File: src/rtl/vga_pkg.sv
// Shared types and default 640x480@60 timing for the VGA pattern generator.
package vga_pkg;

  localparam int DEF_COLOR_W   = 8;
  localparam int DEF_H_ACTIVE  = 640;
  localparam int DEF_H_FP      = 16;
  localparam int DEF_H_SYNC    = 96;
  localparam int DEF_H_BP      = 48;
  localparam int DEF_V_ACTIVE  = 480;
  localparam int DEF_V_FP      = 10;
  localparam int DEF_V_SYNC    = 2;
  localparam int DEF_V_BP      = 33;
  localparam int DEF_CELL_LOG2 = 5;
  localparam int DEF_BAR_W     = 16;

  typedef enum logic [1:0] {
    BARS    = 2'd0,
    CHECKER = 2'd1,
    RAMP    = 2'd2,
    MOVBAR  = 2'd3
  } pattern_e;

  // On/off per channel; expanded to full scale at the output stage.
  typedef struct packed {
    logic r;
    logic g;
    logic b;
  } rgb_t;

  localparam rgb_t C_WHITE   = '{r: 1'b1, g: 1'b1, b: 1'b1};
  localparam rgb_t C_YELLOW  = '{r: 1'b1, g: 1'b1, b: 1'b0};
  localparam rgb_t C_CYAN    = '{r: 1'b0, g: 1'b1, b: 1'b1};
  localparam rgb_t C_GREEN   = '{r: 1'b0, g: 1'b1, b: 1'b0};
  localparam rgb_t C_MAGENTA = '{r: 1'b1, g: 1'b0, b: 1'b1};
  localparam rgb_t C_RED     = '{r: 1'b1, g: 1'b0, b: 1'b0};
  localparam rgb_t C_BLUE    = '{r: 1'b0, g: 1'b0, b: 1'b1};
  localparam rgb_t C_BLACK   = '{r: 1'b0, g: 1'b0, b: 1'b0};

  function automatic rgb_t bar_color(input logic [2:0] idx);
    case (idx)
      3'd0:    return C_WHITE;
      3'd1:    return C_YELLOW;
      3'd2:    return C_CYAN;
      3'd3:    return C_GREEN;
      3'd4:    return C_MAGENTA;
      3'd5:    return C_RED;
      3'd6:    return C_BLUE;
      default: return C_BLACK;
    endcase
  endfunction

endpackage

File: src/rtl/vga_pattern_gen_if.sv
// DAC-side video bus: colour channels plus sync/blank controls.
interface vga_pattern_gen_if #(
  parameter int COLOR_W = 8
);
  logic [COLOR_W-1:0] R;
  logic [COLOR_W-1:0] G;
  logic [COLOR_W-1:0] B;
  logic               HSync;
  logic               VSync;
  logic               Blank;
  logic               Sync;

  modport master (output R, G, B, HSync, VSync, Blank, Sync);
  modport slave  (input  R, G, B, HSync, VSync, Blank, Sync);
endinterface

File: src/rtl/vga_timing.sv
// Raster counters with combinational sync, visible and frame-wrap decode.
module vga_timing
  import vga_pkg::*;
#(
  parameter int H_ACTIVE = DEF_H_ACTIVE,
  parameter int H_FP     = DEF_H_FP,
  parameter int H_SYNC   = DEF_H_SYNC,
  parameter int H_BP     = DEF_H_BP,
  parameter int V_ACTIVE = DEF_V_ACTIVE,
  parameter int V_FP     = DEF_V_FP,
  parameter int V_SYNC   = DEF_V_SYNC,
  parameter int V_BP     = DEF_V_BP,
  parameter bit H_POL    = 1'b0,
  parameter bit V_POL    = 1'b0,
  parameter int HW       = $clog2(H_ACTIVE + H_FP + H_SYNC + H_BP),
  parameter int VW       = $clog2(V_ACTIVE + V_FP + V_SYNC + V_BP)
) (
  input  logic          clk_VGA,
  input  logic          rst_n,
  output logic [HW-1:0] h_cnt_o,
  output logic [VW-1:0] v_cnt_o,
  output logic          hsync_o,
  output logic          vsync_o,
  output logic          visible_o,
  output logic          frame_wrap_o
);

  localparam logic [HW-1:0] H_LAST = HW'(H_ACTIVE + H_FP + H_SYNC + H_BP - 1);
  localparam logic [HW-1:0] HS_BEG = HW'(H_ACTIVE + H_FP);
  localparam logic [HW-1:0] HS_END = HW'(H_ACTIVE + H_FP + H_SYNC - 1);
  localparam logic [HW-1:0] H_VIS  = HW'(H_ACTIVE);
  localparam logic [VW-1:0] V_LAST = VW'(V_ACTIVE + V_FP + V_SYNC + V_BP - 1);
  localparam logic [VW-1:0] VS_BEG = VW'(V_ACTIVE + V_FP);
  localparam logic [VW-1:0] VS_END = VW'(V_ACTIVE + V_FP + V_SYNC - 1);
  localparam logic [VW-1:0] V_VIS  = VW'(V_ACTIVE);

  logic [HW-1:0] h_cnt_q, h_cnt_d;
  logic [VW-1:0] v_cnt_q, v_cnt_d;
  logic          h_last, v_last;

  assign h_last = (h_cnt_q == H_LAST);
  assign v_last = (v_cnt_q == V_LAST);

  always_comb begin
    h_cnt_d = h_last ? '0 : h_cnt_q + 1'b1;
    v_cnt_d = v_cnt_q;
    if (h_last) v_cnt_d = v_last ? '0 : v_cnt_q + 1'b1;
  end

  always_ff @(posedge clk_VGA or negedge rst_n) begin
    if (!rst_n) begin
      h_cnt_q <= '0;
      v_cnt_q <= '0;
    end else begin
      h_cnt_q <= h_cnt_d;
      v_cnt_q <= v_cnt_d;
    end
  end

  assign h_cnt_o      = h_cnt_q;
  assign v_cnt_o      = v_cnt_q;
  assign hsync_o      = (h_cnt_q >= HS_BEG && h_cnt_q <= HS_END) ? H_POL : ~H_POL;
  assign vsync_o      = (v_cnt_q >= VS_BEG && v_cnt_q <= VS_END) ? V_POL : ~V_POL;
  assign visible_o    = (h_cnt_q < H_VIS) && (v_cnt_q < V_VIS);
  assign frame_wrap_o = h_last && v_last;

endmodule

File: src/rtl/vga_pattern_gen.sv
// Parametrised VGA test-pattern generator: four patterns, frame-synchronous select.
module vga_pattern_gen
  import vga_pkg::*;
#(
  parameter int COLOR_W   = DEF_COLOR_W,
  parameter int H_ACTIVE  = DEF_H_ACTIVE,
  parameter int H_FP      = DEF_H_FP,
  parameter int H_SYNC    = DEF_H_SYNC,
  parameter int H_BP      = DEF_H_BP,
  parameter int V_ACTIVE  = DEF_V_ACTIVE,
  parameter int V_FP      = DEF_V_FP,
  parameter int V_SYNC    = DEF_V_SYNC,
  parameter int V_BP      = DEF_V_BP,
  parameter bit H_POL     = 1'b0,
  parameter bit V_POL     = 1'b0,
  parameter int CELL_LOG2 = DEF_CELL_LOG2,
  parameter int BAR_W     = DEF_BAR_W
) (
  input  logic                clk_VGA,
  input  logic                rst_n,
  input  logic [1:0]          channel,
  vga_pattern_gen_if.master   dac,
  output logic                frame_start,
  output logic [1:0]          active_ch
);

  localparam int H_TOTAL = H_ACTIVE + H_FP + H_SYNC + H_BP;
  localparam int V_TOTAL = V_ACTIVE + V_FP + V_SYNC + V_BP;
  localparam int XW      = $clog2(H_ACTIVE);
  localparam int XW1     = XW + 1;
  localparam int HW      = $clog2(H_TOTAL);
  localparam int VW      = $clog2(V_TOTAL);
  localparam int SEG     = H_ACTIVE / 8;

  localparam logic [XW-1:0] BAR_LAST = XW'(H_ACTIVE - 1);
  localparam logic [XW:0]   HA_X     = XW1'(H_ACTIVE);
  localparam logic [XW:0]   BARW_X   = XW1'(BAR_W);
  localparam logic [HW-1:0] CX_MASK  = HW'(1 << CELL_LOG2);
  localparam logic [VW-1:0] CY_MASK  = VW'(1 << CELL_LOG2);

  logic [HW-1:0] h_cnt;
  logic [VW-1:0] v_cnt;
  logic          hsync, vsync, visible, frame_wrap;

  vga_timing #(
    .H_ACTIVE(H_ACTIVE), .H_FP(H_FP), .H_SYNC(H_SYNC), .H_BP(H_BP),
    .V_ACTIVE(V_ACTIVE), .V_FP(V_FP), .V_SYNC(V_SYNC), .V_BP(V_BP),
    .H_POL(H_POL), .V_POL(V_POL), .HW(HW), .VW(VW)
  ) u_timing (
    .clk_VGA      (clk_VGA),
    .rst_n        (rst_n),
    .h_cnt_o      (h_cnt),
    .v_cnt_o      (v_cnt),
    .hsync_o      (hsync),
    .vsync_o      (vsync),
    .visible_o    (visible),
    .frame_wrap_o (frame_wrap)
  );

  pattern_e           ach_q, ach_d, ach_out_q;
  logic [XW-1:0]      bar_x_q, bar_x_d;
  logic [COLOR_W-1:0] r_q, g_q, b_q, r_d, g_d, b_d;
  logic               hs_q, vs_q, blank_q, fs_q;

  logic [COLOR_W-1:0] ramp;
  logic [2:0]         bar_idx;
  logic [XW:0]        hx, bx, dx;
  logic               cx, cy, in_bar;
  rgb_t               pix;

  // Keep the top COLOR_W bits of x; narrow rasters are zero-extended.
  if (XW >= COLOR_W) begin : g_ramp_msb
    assign ramp = h_cnt[XW-1 -: COLOR_W];
  end else begin : g_ramp_ext
    assign ramp = COLOR_W'(h_cnt[XW-1:0]);
  end

  assign cx = |(h_cnt & CX_MASK);
  assign cy = |(v_cnt & CY_MASK);

  // Select and bar position only move at the frame wrap so a frame is never torn.
  always_comb begin
    ach_d   = frame_wrap ? pattern_e'(channel) : ach_q;
    bar_x_d = bar_x_q;
    if (frame_wrap) bar_x_d = (bar_x_q == BAR_LAST) ? '0 : bar_x_q + 1'b1;
  end

  always_comb begin
    bar_idx = 3'd0;
    for (int k = 1; k < 8; k++)
      if (h_cnt >= HW'(k * SEG)) bar_idx = 3'(k);

    // Distance right of the bar start, modulo the line width, so the bar wraps.
    hx     = {1'b0, h_cnt[XW-1:0]};
    bx     = {1'b0, bar_x_q};
    dx     = (hx >= bx) ? hx - bx : hx + HA_X - bx;
    in_bar = (dx < BARW_X);

    case (ach_q)
      BARS:    pix = bar_color(bar_idx);
      CHECKER: pix = (cx ^ cy) ? C_BLACK : C_WHITE;
      MOVBAR:  pix = in_bar ? C_WHITE : C_BLUE;
      default: pix = C_BLACK;
    endcase

    r_d = {COLOR_W{pix.r}};
    g_d = {COLOR_W{pix.g}};
    b_d = {COLOR_W{pix.b}};
    if (ach_q == RAMP) begin
      r_d = ramp;
      g_d = ramp;
      b_d = ramp;
    end
    if (!visible) begin
      r_d = '0;
      g_d = '0;
      b_d = '0;
    end
  end

  always_ff @(posedge clk_VGA or negedge rst_n) begin
    if (!rst_n) begin
      ach_q     <= BARS;
      bar_x_q   <= '0;
      r_q       <= '0;
      g_q       <= '0;
      b_q       <= '0;
      hs_q      <= ~H_POL;
      vs_q      <= ~V_POL;
      blank_q   <= 1'b0;
      fs_q      <= 1'b0;
      ach_out_q <= BARS;
    end else begin
      ach_q     <= ach_d;
      bar_x_q   <= bar_x_d;
      r_q       <= r_d;
      g_q       <= g_d;
      b_q       <= b_d;
      hs_q      <= hsync;
      vs_q      <= vsync;
      blank_q   <= visible;
      fs_q      <= (h_cnt == '0) && (v_cnt == '0);
      ach_out_q <= ach_q;
    end
  end

  assign dac.R       = r_q;
  assign dac.G       = g_q;
  assign dac.B       = b_q;
  assign dac.HSync   = hs_q;
  assign dac.VSync   = vs_q;
  assign dac.Blank   = blank_q;
  assign dac.Sync    = 1'b0;
  assign frame_start = fs_q;
  assign active_ch   = ach_out_q;

endmodule

File: src/flat_wrapper.sv
// flat-port wrapper written by rule: the top's interface ports become plain ports
module vga_pattern_gen_flat import vga_pkg::*;
#(
  parameter int COLOR_W   = DEF_COLOR_W,
  parameter int H_ACTIVE  = DEF_H_ACTIVE,
  parameter int H_FP      = DEF_H_FP,
  parameter int H_SYNC    = DEF_H_SYNC,
  parameter int H_BP      = DEF_H_BP,
  parameter int V_ACTIVE  = DEF_V_ACTIVE,
  parameter int V_FP      = DEF_V_FP,
  parameter int V_SYNC    = DEF_V_SYNC,
  parameter int V_BP      = DEF_V_BP,
  parameter bit H_POL     = 1'b0,
  parameter bit V_POL     = 1'b0,
  parameter int CELL_LOG2 = DEF_CELL_LOG2,
  parameter int BAR_W     = DEF_BAR_W
)
  (clk_VGA, rst_n, channel, frame_start, active_ch, dac_R, dac_G, dac_B, dac_HSync, dac_VSync, dac_Blank, dac_Sync);
  vga_pattern_gen_if #(.COLOR_W(COLOR_W)) dac_i ();
  input  logic clk_VGA;
  input  logic rst_n;
  input  logic [1:0] channel;
  output logic frame_start;
  output logic [1:0] active_ch;
  output wire logic [$bits(dac_i.R)-1:0] dac_R;
  output wire logic [$bits(dac_i.G)-1:0] dac_G;
  output wire logic [$bits(dac_i.B)-1:0] dac_B;
  output wire logic [$bits(dac_i.HSync)-1:0] dac_HSync;
  output wire logic [$bits(dac_i.VSync)-1:0] dac_VSync;
  output wire logic [$bits(dac_i.Blank)-1:0] dac_Blank;
  output wire logic [$bits(dac_i.Sync)-1:0] dac_Sync;
  assign dac_R = dac_i.R;
  assign dac_G = dac_i.G;
  assign dac_B = dac_i.B;
  assign dac_HSync = dac_i.HSync;
  assign dac_VSync = dac_i.VSync;
  assign dac_Blank = dac_i.Blank;
  assign dac_Sync = dac_i.Sync;
  vga_pattern_gen #(.COLOR_W(COLOR_W), .H_ACTIVE(H_ACTIVE), .H_FP(H_FP), .H_SYNC(H_SYNC), .H_BP(H_BP), .V_ACTIVE(V_ACTIVE), .V_FP(V_FP), .V_SYNC(V_SYNC), .V_BP(V_BP), .H_POL(H_POL), .V_POL(V_POL), .CELL_LOG2(CELL_LOG2), .BAR_W(BAR_W)) u_core (.clk_VGA(clk_VGA), .rst_n(rst_n), .channel(channel), .dac(dac_i), .frame_start(frame_start), .active_ch(active_ch));
endmodule
File: config.mk
export PLATFORM = sky130hd
export DESIGN_NAME = vga_pattern_gen_flat
export DESIGN_NICKNAME = d
export VERILOG_FILES = /design/src/rtl/vga_pkg.sv /design/src/rtl/vga_pattern_gen_if.sv /design/src/rtl/vga_timing.sv /design/src/rtl/vga_pattern_gen.sv /design/src/flat_wrapper.sv
export SDC_FILE = /design/constraint.sdc
export NUM_CORES = 1
export LEC_CHECK = 0
export CORE_ASPECT_RATIO = 2
export CORE_MARGIN = 2
export CORE_UTILIZATION = 25
export CTS_BUF_LIST = sky130_fd_sc_hd__clkbuf_4 sky130_fd_sc_hd__clkbuf_8
export CTS_CLUSTER_DIAMETER = 60
export CTS_CLUSTER_SIZE = 8
export DETAILED_ROUTE_END_ITERATION = 7
export GPL_TIMING_DRIVEN = 0
export PLACE_DENSITY = 0.39
export SYNTH_ARGS = -nofsm -noshare
export SYNTH_HDL_FRONTEND = slang
export SYNTH_SLANG_ARGS = --single-unit
File: constraint.sdc
create_clock -name clk_VGA -period 3.3 [get_ports clk_VGA]
set_clock_uncertainty 0.05 [all_clocks]
set_input_delay 0.33 -clock clk_VGA [delete_from_list [all_inputs] [get_ports clk_VGA]]
set_output_delay 0.33 -clock clk_VGA [all_outputs]
set_load 0.02 [all_outputs]
==> summary.txt, run 1 <==
Final nets - 488
Critical path endpoint category - register
CTS hold repair buffers - 0
Final setup violation count - 0
Met2 Resource Use GR - 0.262
CTS buffer count - 9
Routability cong. - 0.789
Die Ht - 181 microns
Dpl cells - 637
Yosys top cell by area - dfrtp_1
TritonRoute pass-1 iters - 4
Final setup TNS - 0 ps
CP Cell Sequence - clkbuf_1 -> inv_1 -> fa_1 -> nor4b_1 -> o21ai_0 -> a31oi_1 -> xnor2_1 -> a21oi_2 -> clkbuf_4 -> nor3_2
Initial Utilization - 0.255
Post-synthesis register bit count - 62
Largest net degree at the start of global routing - 63
Slew margin rel. - 0.276
Number of synthesized flops with an enable pin - 0
CTS root buffer - clkbuf_8
Ys async rst share - 1.00
Cell Area, Synth - 0.00390 sq mm
Final HPWL DP - 8280 microns
Total grt overflow - 0
Final non-filler cell total - 653
Place WS - 39.8 ps
Max_cap viols - 0
Final min period - 3090 ps
Worst skew pair latency - 350 ps
Top-count cell post-synth - dfrtp_1
Register area share after synthesis - 0.398
Top-area cell type share of the netlist area - 0.384
Syn nets - 444
GR Util All Layers - 0.134
ANT cells - 0
Distinct cells, synth - 67
Wire length per cell - 15.9 microns
Residual DRC - 0
Period Utilization, post-route - 0.937
First-pass GRT wire length - 17100 microns
IO Pins - 35
Share of layout cells above drive strength 1 - 0.119
Final WS setup - 207 ps
CP Buf/Inv Count - 3
Fin util - 0.307
Most Crowded Layer GR - met2
Psw - 328 uW
Max Slew Vio Count - 0
Total Wirelength - 10400 microns
Top cells by area, synth - dfrtp_1, ha_1, xnor2_1
Clk pwr share - 0.470
Die Area - 0.0167 sq mm
Cell count after synthesis - 406
Global routing usage on met1 - 0.129
DR vias/cell - 4.70
CP startpoint kind - register
Clock slew at reported path FFs - 70 ps
Status - complete, no violations
Vias - 3072
Core Area - 0.0153 sq mm
Seq pwr share - 0.517
DRT iter0 DRCs - 151
Bufs on Longest Clock Path - 2
Worst Path Class, Setup - reg -> reg
Fmax - 323 MHz
Worst VDD drop - 139 uV
H-tree levels - 3
WP data required - 3470 ps
Worst-Margin Slew - 1080 ps
Area delta synth->final - 20.3%
Power Density - 313 mW/mm^2
Crit-path max cell delay - 570 ps
Vias in the first global route - 3245
Leak - 0.00197 uW
Initial antenna violation count - 0
Yosys warnings - 0
Pint - 1140 uW
Synth cell count leaders - dfrtp_1, nand2_1, nor2_1
Combinational share of power - 0.013
Hold Fails Final Rpt - 0
Die W - 92.4 microns
Routed Antenna Nets - 0
Syn Area/Cell - 9.62 sq um
Routing usage on met3 - 0.0204
Num rows - 64
CP max FO - 10
CP max-delay cell - fa_1
CP arrival - 3260 ps
PortBufs - 33
Dominant synthesized flop cell - dfrtp_1
Dominant delay contributor by cell family on the critical path - buffers and inverters
Hold Crit Class - in -> async
Sink Count - 62
CTS tree - built
Switching Fraction - 0.224
RSZ-0062 raised after global routing - false
-- sequential cells by signal (all words and copies together), names as in the netlist, 2 cells and up --
register and flops:
u_core.u_timing.h_cnt_o 10, u_core.bar_x_q 10, u_core.u_timing.v_cnt_o 10, u_core.dac.G 8, u_core.active_ch 2, u_core.dac.B 8, u_core.ach_q 2, u_core.dac.R 8
-- stage by stage --
stage / hold slack (ps) / cell area [sq um] / total power, uW
after floorplan: -15.6 / 3910 / 776
after global placement: 308 / 4480 / 796
after detailed placement: 314 / 4490 / 795
after CTS: 54.1 / 4690 / 1500
after global routing: 67.7 / 4700 / 1550
final: 28.4 / 4700 / 1470
-- final timing paths --
path,start,to,slack [ps],depth (start not counted)
min,rst_n,u_core.dac.R[3],30,1
max in group asynchronous,rst_n,u_core.u_timing.h_cnt_o[9],2650,1
min reg2reg,u_core.ach_q[0],u_core.active_ch[0],330,0
max,u_core.u_timing.h_cnt_o[5],u_core.dac.G[1],210,10
max reg2reg,u_core.u_timing.h_cnt_o[5],u_core.dac.G[1],210,10
min in group clk_VGA,u_core.ach_q[0],u_core.active_ch[0],330,0
-- power groups by stage --
stage	logic (uW)	registers (uW)	clock network, uW
floorplan	1.92	774	0
global placement	21.3	774	0
detailed placement	21.3	774	0
CTS	21.5	759	723
global route	23.1	759	767
finish	19.6	760	690
-- final cells by class --
| type | count | area (sq um) |
|---|---|---|
| buffer | 16 | 87.6 |
| clock buffer | 11 | 145 |
| clock inverter | 5 | 58.8 |
| fill | 1604 | 10600 |
| inverter | 29 | 109 |
| multi-input combinational | 299 | 2170 |
| sequential | 62 | 1550 |
| tap | 198 | 248 |
| timing repair buffer | 33 | 328 |
-- what timing repair did --
item / in CTS / in global routing
setup endpoints to repair: 0 / 10
setup buffers: 0 / 0
gates resized for setup: 0 / 2
-- cells by family after synthesis --
family	Yosys count	synth area share
AND/OR/NAND/NOR	167	0.242
AO/OA/AOI/OAI	69	0.122
flip-flops	62	0.398
buffers and inverters	45	0.0497
adder cells (fa/ha/maj)	35	0.125
XOR/XNOR	24	0.0538
multiplexers	3	0.00865
other	1	0.000960
-- layout by cell type (no fill, tap or decap), types with 3 or more instances in the layout --
cell,count
dfrtp_1,60
nand2_1,36
clkdlybuf4s50_1,32
nor2_1,29
inv_1,28
ha_1,27
xnor2_1,19
nor3_1,16
nor2b_1,15
a21oi_1,13
o21ai_0,12
nor3_2,11
nand4_1,10
nand3_1,10
clkbuf_8,10
o21a_1,9
clkbuf_1,7
fa_1,7
nand2b_1,6
and3_1,6
xor2_1,5
buf_2,4
o31ai_1,4
a31oi_1,4
nor4_1,4
or3_1,4
o211ai_1,3
mux2_2,3
-- routing by layer --
layer  up-vias  wire length (microns)  part of all wire
li1       1499                      -                 -
met1      1495                   3670              0.35
met2        57                   6070              0.58
met3        21                    228             0.022
met4         0                    435             0.042
met5         -                      0                 0
(Power assumes the default switching activity.)
==> inputs of run 2 (changes only) <==
--- a/config.mk
+++ b/config.mk
@@ -6,7 +6,7 @@
 export NUM_CORES = 1
 export LEC_CHECK = 0
 export CORE_ASPECT_RATIO = 2
-export CORE_MARGIN = 2
+export CORE_MARGIN = 5
 export CORE_UTILIZATION = 25
 export CTS_BUF_LIST = sky130_fd_sc_hd__clkbuf_4 sky130_fd_sc_hd__clkbuf_8
 export CTS_CLUSTER_DIAMETER = 60
==> run 2 against run 1 <==
Compared with the run above: critical path depth stayed put; worst setup slack better by 42 ps; worst hold slack worse by 16 ps; power is 1.6% lower; first-iteration DRC count is 45% lower; routed wire length is 0.75% higher; register-to-register slack better by 40 ps; cell count stayed put; sequential share of layout area is 0.079 points higher; maximum frequency is 1.4% higher; critical endpoint unchanged.
==> summary.txt, run 2 (same netlist as run 1, synthesis figures left out) <==
CTS hold repair buffers - 0 (unchanged)
RSZ-0062 raised after global routing - false
Critical path origin - u_core.u_timing.h_cnt_o[6]
FILL cells - 1605 (+0.062%)
Bufs on Longest Clock Path - 2 (unchanged)
CTS root buffer - clkbuf_8
Hold Crit Class - in -> async
Crit path to - u_core.dac.G[1]
CP max FO - 10 (unchanged)
Routing usage on met3 - 0.0146 (-0.00586)
Die W - 98.4 microns (+6.5%)
Power Density - 308 mW/mm^2 (-1.4%)
Most common cell after layout, fill and taps aside - dfrtp_1
Residual DRC - 0 (unchanged)
DRT iter0 DRCs - 83 (-45%)
Final nets - 488 (unchanged)
Worst Reg-to-Reg Cells - 10 (unchanged)
Largest net degree at the start of global routing - 63 (unchanged)
CP Cell Sequence - buf_2 -> inv_2 -> fa_1 -> nor4b_1 -> o21ai_0 -> a31oi_1 -> xnor2_1 -> a21oi_2 -> buf_2 -> nor3_2
GR Util All Layers - 0.118 (-0.0160)
Final HPWL DP - 8440 microns (+1.9%)
CP arrival - 3210 ps (-50 ps)
CTS tree - built
Core Area - 0.0153 sq mm (unchanged)
Final min period - 3050 ps (-42.1 ps)
Slew margin rel. - 0.313 (+0.0374)
DR vias/cell - 4.63 (-1.6%)
Dominant delay contributor by cell family on the critical path - buffers and inverters
Total Wirelength - 10500 microns (+0.75%)
Num rows - 64 (unchanged)
Pwr Total - 1450 uW (-1.6%)
Hold Fails Final Rpt - 0 (unchanged)
IO Pins - 35 (unchanged)
Max_cap viols - 0 (unchanged)
Sink Count - 62 (unchanged)
Die Ht - 187 microns (+3.3%)
Global routing usage on met1 - 0.116 (-0.0126)
Worst VDD drop - 137 uV (-1.4%)
Critical path endpoint category - register
Worst-Margin Slew - 1020 ps (-54.8 ps)
Levels on crit path - 10 (unchanged)
First-pass GRT wire length - 16800 microns (-2.1%)
PortBufs - 33 (unchanged)
TritonRoute pass-1 iters - 4 (unchanged)
Initial Utilization - 0.255 (unchanged)
Worst skew pair latency - 340 ps (about the same)
Status - complete, no violations
Most Crowded Layer GR - met2
Total grt overflow - 0 (unchanged)
CP Buf/Inv Count - 3 (unchanged)
Period Utilization, post-route - 0.924 (-0.0128)
Die Area - 0.0184 sq mm (+10%)
Area delta synth->final - 20.1%
Initial antenna violation count - 0 (unchanged)
Vias - 3024 (-1.6%)
Fmax - 328 MHz (+1.4%)
ANT cells - 0 (unchanged)
Max Slew Vio Count - 0 (unchanged)
Worst Path Class, Setup - reg -> reg
Routability cong. - 0.806 (+2.1%)
CP max-delay cell - fa_1
Clock slew at reported path FFs - 80 ps (about the same)
Leak - 0.00197 uW (-0.20%)
Share of layout cells above drive strength 1 - 0.121 (+0.00220)
Met2 Resource Use GR - 0.223 (-0.0386)
Crit-path max cell delay - 580 ps (about the same)
CTS buffer count - 9 (unchanged)
Routed Antenna Nets - 0 (unchanged)
CP startpoint kind - register
Most frequent CP cell - buf_2
Register-to-register setup slack - 250 ps (+40 ps)
Final setup violation count - 0 (unchanged)
Wire length per cell - 16.1 microns (+0.75%)
Final setup TNS - 0 ps (unchanged)
Vias in the first global route - 3134 (-3.4%)
H-tree levels - 3 (unchanged)
R2R Path Start - u_core.u_timing.h_cnt_o[6]
WP data required - 3460 ps (about the same)
Worst r2r dst - u_core.dac.G[1]
Commonest cells after routing, fill and taps aside - dfrtp_1, nand2_1, clkdlybuf4s50_1
[run 2: cell types whose count changed in the layout (fill, tap and decap cells not counted), sizes merged]
cell	before	now
buf	9	10
clkinvlp	2	3
clkbuf	19	17
[run 2: timing repair]
action                     in CTS  in global routing
setup buffers                   0                  0
gates resized for setup         1                  1
setup endpoints to repair       6                 10
[run 2: how the worst min path moves through the flow]
stage	to	slack, ps
final	u_core.dac.R[0]	10
after global routing	u_core.dac.R[3]	110
after CTS	u_core.dac.R[1]	50
after detailed placement	u_core.active_ch[0]	320
after global placement	u_core.active_ch[0]	310
after floorplan	u_core.ach_q[0]	-20
[run 2: power breakdown]
group / switching, uW / internal, uW / leakage (uW)
Clock: 312 / 354 / 0.0000917
Sequential: 0 / 760 / 0.000714
Combinational: 16.0 / 3.57 / 0.00116
[run 2: per-stage QoR]
stage	hold slack (ps)	instances	instance area (sq um)	util	worst slack, ps
after floorplan	-15.6	406	3910	-	598
after global placement	309	637	4480	0.293	-294
after detailed placement	316	637	4490	0.293	14.1
after CTS	49.3	653	4680	0.306	144
after global routing	106	653	4690	0.307	6.56
final	12.0	653	4690	0.307	249
[run 2: final cells by class]
type | count | area [sq um] | area share
clock buffers | 10 | 131 | 0.0280
repair buffers | 33 | 328 | 0.0699
inverters | 29 | 109 | 0.0232
well taps | 198 | 248 | 0.0528
clock inverters | 6 | 62.6 | 0.0133
multi-input cells | 299 | 2170 | 0.463
plain buffers | 16 | 86.3 | 0.0184
flip-flops and latches | 62 | 1550 | 0.331
[run 2: layer usage]
layer | wire [microns] | vias to the layer above | share of wire
met1 | 3730 | 1445 | 0.36
met4 | 556 | 0 | 0.053
met3 | 263 | 26 | 0.025
met5 | 0 | - | 0
met2 | 5930 | 54 | 0.57
li1 | - | 1499 | -
==> inputs of run 3 (changes only) <==
--- a/config.mk
+++ b/config.mk
@@ -6,7 +6,7 @@
 export NUM_CORES = 1
 export LEC_CHECK = 0
 export CORE_ASPECT_RATIO = 2
-export CORE_MARGIN = 5
+export CORE_MARGIN = 4
 export CORE_UTILIZATION = 25
 export CTS_BUF_LIST = sky130_fd_sc_hd__clkbuf_4 sky130_fd_sc_hd__clkbuf_8
 export CTS_CLUSTER_DIAMETER = 60
==> run 3 against run 2 <==
Compared with the run above: worst hold slack better by 11 ps; global-route usage is 0.97 points higher; largest power group unchanged; count of clock-buffer cells in the layout is 1 lower; combinational power hardly changed; critical path type unchanged; cell count stayed put; maximum frequency hardly changed; power is 1.1% higher; highest routed layer unchanged; cell area hardly changed.
==> summary.txt, run 3 (same netlist as run 1, synthesis figures left out) <==
FILL cells - 1591 (-0.87%)
Final min period - 3050 ps (-0.948 ps)
Initial antenna violation count - 0 (unchanged)
Residual DRC - 0 (unchanged)
Worst VDD drop - 132 uV (-3.4%)
CTS buffer count - 9 (unchanged)
Vias in the first global route - 3100 (-1.1%)
Seq pwr share - 0.520 (-0.005)
Worst-Margin Slew - 1060 ps (+39.6 ps)
CP Cell Sequence - buf_2 -> inv_2 -> fa_1 -> nor3b_1 -> o31ai_1 -> a31oi_1 -> xnor2_1 -> a21oi_2 -> clkbuf_4 -> nor3_2
Max_cap viols - 0 (unchanged)
Placed cell area - 0.00449 sq mm (unchanged)
Hold Fails Final Rpt - 0 (unchanged)
Worst Path Class, Setup - reg -> reg
Critical path endpoint category - register
Worst skew pair latency - 350 ps (about the same)
CTS root buffer - clkbuf_8
Register area - 0.00155 sq mm (unchanged)
Clk pwr share - 0.467 (+0.006)
Final setup violation count - 0 (unchanged)
CP arrival - 3220 ps (about the same)
Num rows - 64 (unchanged)
Place WS - 59.7 ps (+45.6 ps)
Total Wirelength - 10500 microns (about the same)
Pint - 1110 uW (-0.30%)
GR Util All Layers - 0.127 (+0.00967)
Area delta synth->final - 20.1% (about the same)
Power Density - 312 mW/mm^2 (+1.0%)
Fmax - 328 MHz (about the same)
PortBufs - 33 (unchanged)
Die Ht - 185 microns (-1.1%)
ANT cells - 0 (unchanged)
Layout Cell Area excl Fill - 0.00469 sq mm (about the same)
CP max FO - 10 (unchanged)
Switching Fraction - 0.238 (+0.0105)
H-tree levels - 3 (unchanged)
TritonRoute pass-1 iters - 4 (unchanged)
DR vias/cell - 4.62 (-0.20%)
CTS tree - built
Status - complete, no violations
Period Utilization, post-route - 0.924 (about the same)
Setup Fix Bufs, Post-CTS - 0 (unchanged)
CP startpoint kind - register
Die W - 96.4 microns (-2.0%)
Vias - 3018 (-0.20%)
DRT iter0 DRCs - 90 (+8.4%)
Bufs on Longest Clock Path - 2 (unchanged)
WP data required - 3470 ps (about the same)
Commonest cells after routing, fill and taps aside - dfrtp_1, nand2_1, clkdlybuf4s50_1
RSZ-0062 raised after global routing - false
Final HPWL DP - 8380 microns (-0.74%)
Leak - 0.00197 uW (+0.36%)
Wire length per cell - 16.0 microns (about the same)
Pwr Total - 1460 uW (+1.1%)
First-pass GRT wire length - 16900 microns (+0.82%)
Core Area - 0.0153 sq mm (unchanged)
Routability cong. - 0.798 (-1.0%)
Initial Utilization - 0.255 (unchanged)
Crit-path max cell delay - 560 ps (-20 ps)
Combinational share of power - 0.013 (about the same)
Die Area - 0.0178 sq mm (-3.1%)
Multi-input logic area - 0.00216 sq mm (-0.23%)
Hold slack - 22.8 ps (+10.7 ps)
Psw - 347 uW (+5.7%)
Most common cell after layout, fill and taps aside - dfrtp_1
Slew margin rel. - 0.286 (-0.0272)
Clock slew at reported path FFs - 90 ps (about the same)
Final nets - 488 (unchanged)
IO Pins - 35 (unchanged)
Share of layout cells above drive strength 1 - 0.119 (-0.00220)
Routed Antenna Nets - 0 (unchanged)
Total grt overflow - 0 (unchanged)
Max Slew Vio Count - 0 (unchanged)
CP Buf/Inv Count - 3 (unchanged)
CP max-delay cell - fa_1
Final WS setup - 250 ps (+0.948 ps)
CTS hold repair buffers - 0 (unchanged)
Sink Count - 62 (unchanged)
Largest net degree at the start of global routing - 63 (unchanged)
Hold Crit Class - in -> async
Dominant delay contributor by cell family on the critical path - buffers and inverters
-- run 3: cell count changes in the layout (fill, tap and decap cells not counted), sizes merged --
| cell | delta |
|---|---|
| clkinv | +2 |
| clkinvlp | -2 |
| buf | -1 |
| inv | +1 |
-- run 3: layer usage --
metal,GRT usage,vias to the layer above,wire [microns]
met5,0,-,0
met4,0.0708,0,495
met3,0.0212,23,240
met2,0.236,48,5930
met1,0.131,1441,3810
li1,-,1506,-
-- run 3: layout make-up --
cell class                      instances  share of cell area
Tap cell                              198              0.0528
Inverter                               29              0.0232
Clock buffer                            9              0.0264
Multi-Input combinational cell        299               0.462
Sequential cell                        62               0.331
Clock inverter                          7              0.0157
Buffer                                 16              0.0189
Timing Repair Buffer                   33              0.0699
-- run 3: repair_timing --
action                     in CTS  in global routing
setup endpoints to repair       0                 10
hold endpoints to repair        0                  0
resized for setup               0                  3
-- run 3: final timing paths --
kind                                         endpoint  slack (ps)                  startpoint  cells after the start
min                        u_core.u_timing.h_cnt_o[7]          20                       rst_n                      1
max reg2reg                           u_core.dac.G[1]         250  u_core.u_timing.h_cnt_o[6]                     10
min reg2reg                       u_core.active_ch[0]         330             u_core.ach_q[0]                      0
max in group asynchronous  u_core.u_timing.v_cnt_o[3]        2660                       rst_n                      1
max                                   u_core.dac.G[1]         250  u_core.u_timing.h_cnt_o[6]                     10
min in group clk_VGA              u_core.active_ch[0]         330             u_core.ach_q[0]                      0
-- run 3: through the flow --
| step | util | TNS (ps) | std cells |
|---|---|---|---|
| floorplan | - | 0 | 406 |
| global placement | 0.293 | -18870 | 637 |
| detailed placement | 0.293 | 0 | 637 |
| CTS | 0.306 | 0 | 653 |
| global route | 0.307 | 0 | 653 |
| finish | 0.307 | 0 | 653 |
-- run 3: power by group through the flow --
stage                     Sequential [uW]  Combinational, uW  Clock, uW
after floorplan                       774               1.92          0
after CTS                             759               21.2        707
after detailed placement              774               21.5          0
after global placement                774               21.5          0
after global routing                  759               23.6        747
final                                 759               19.6        682
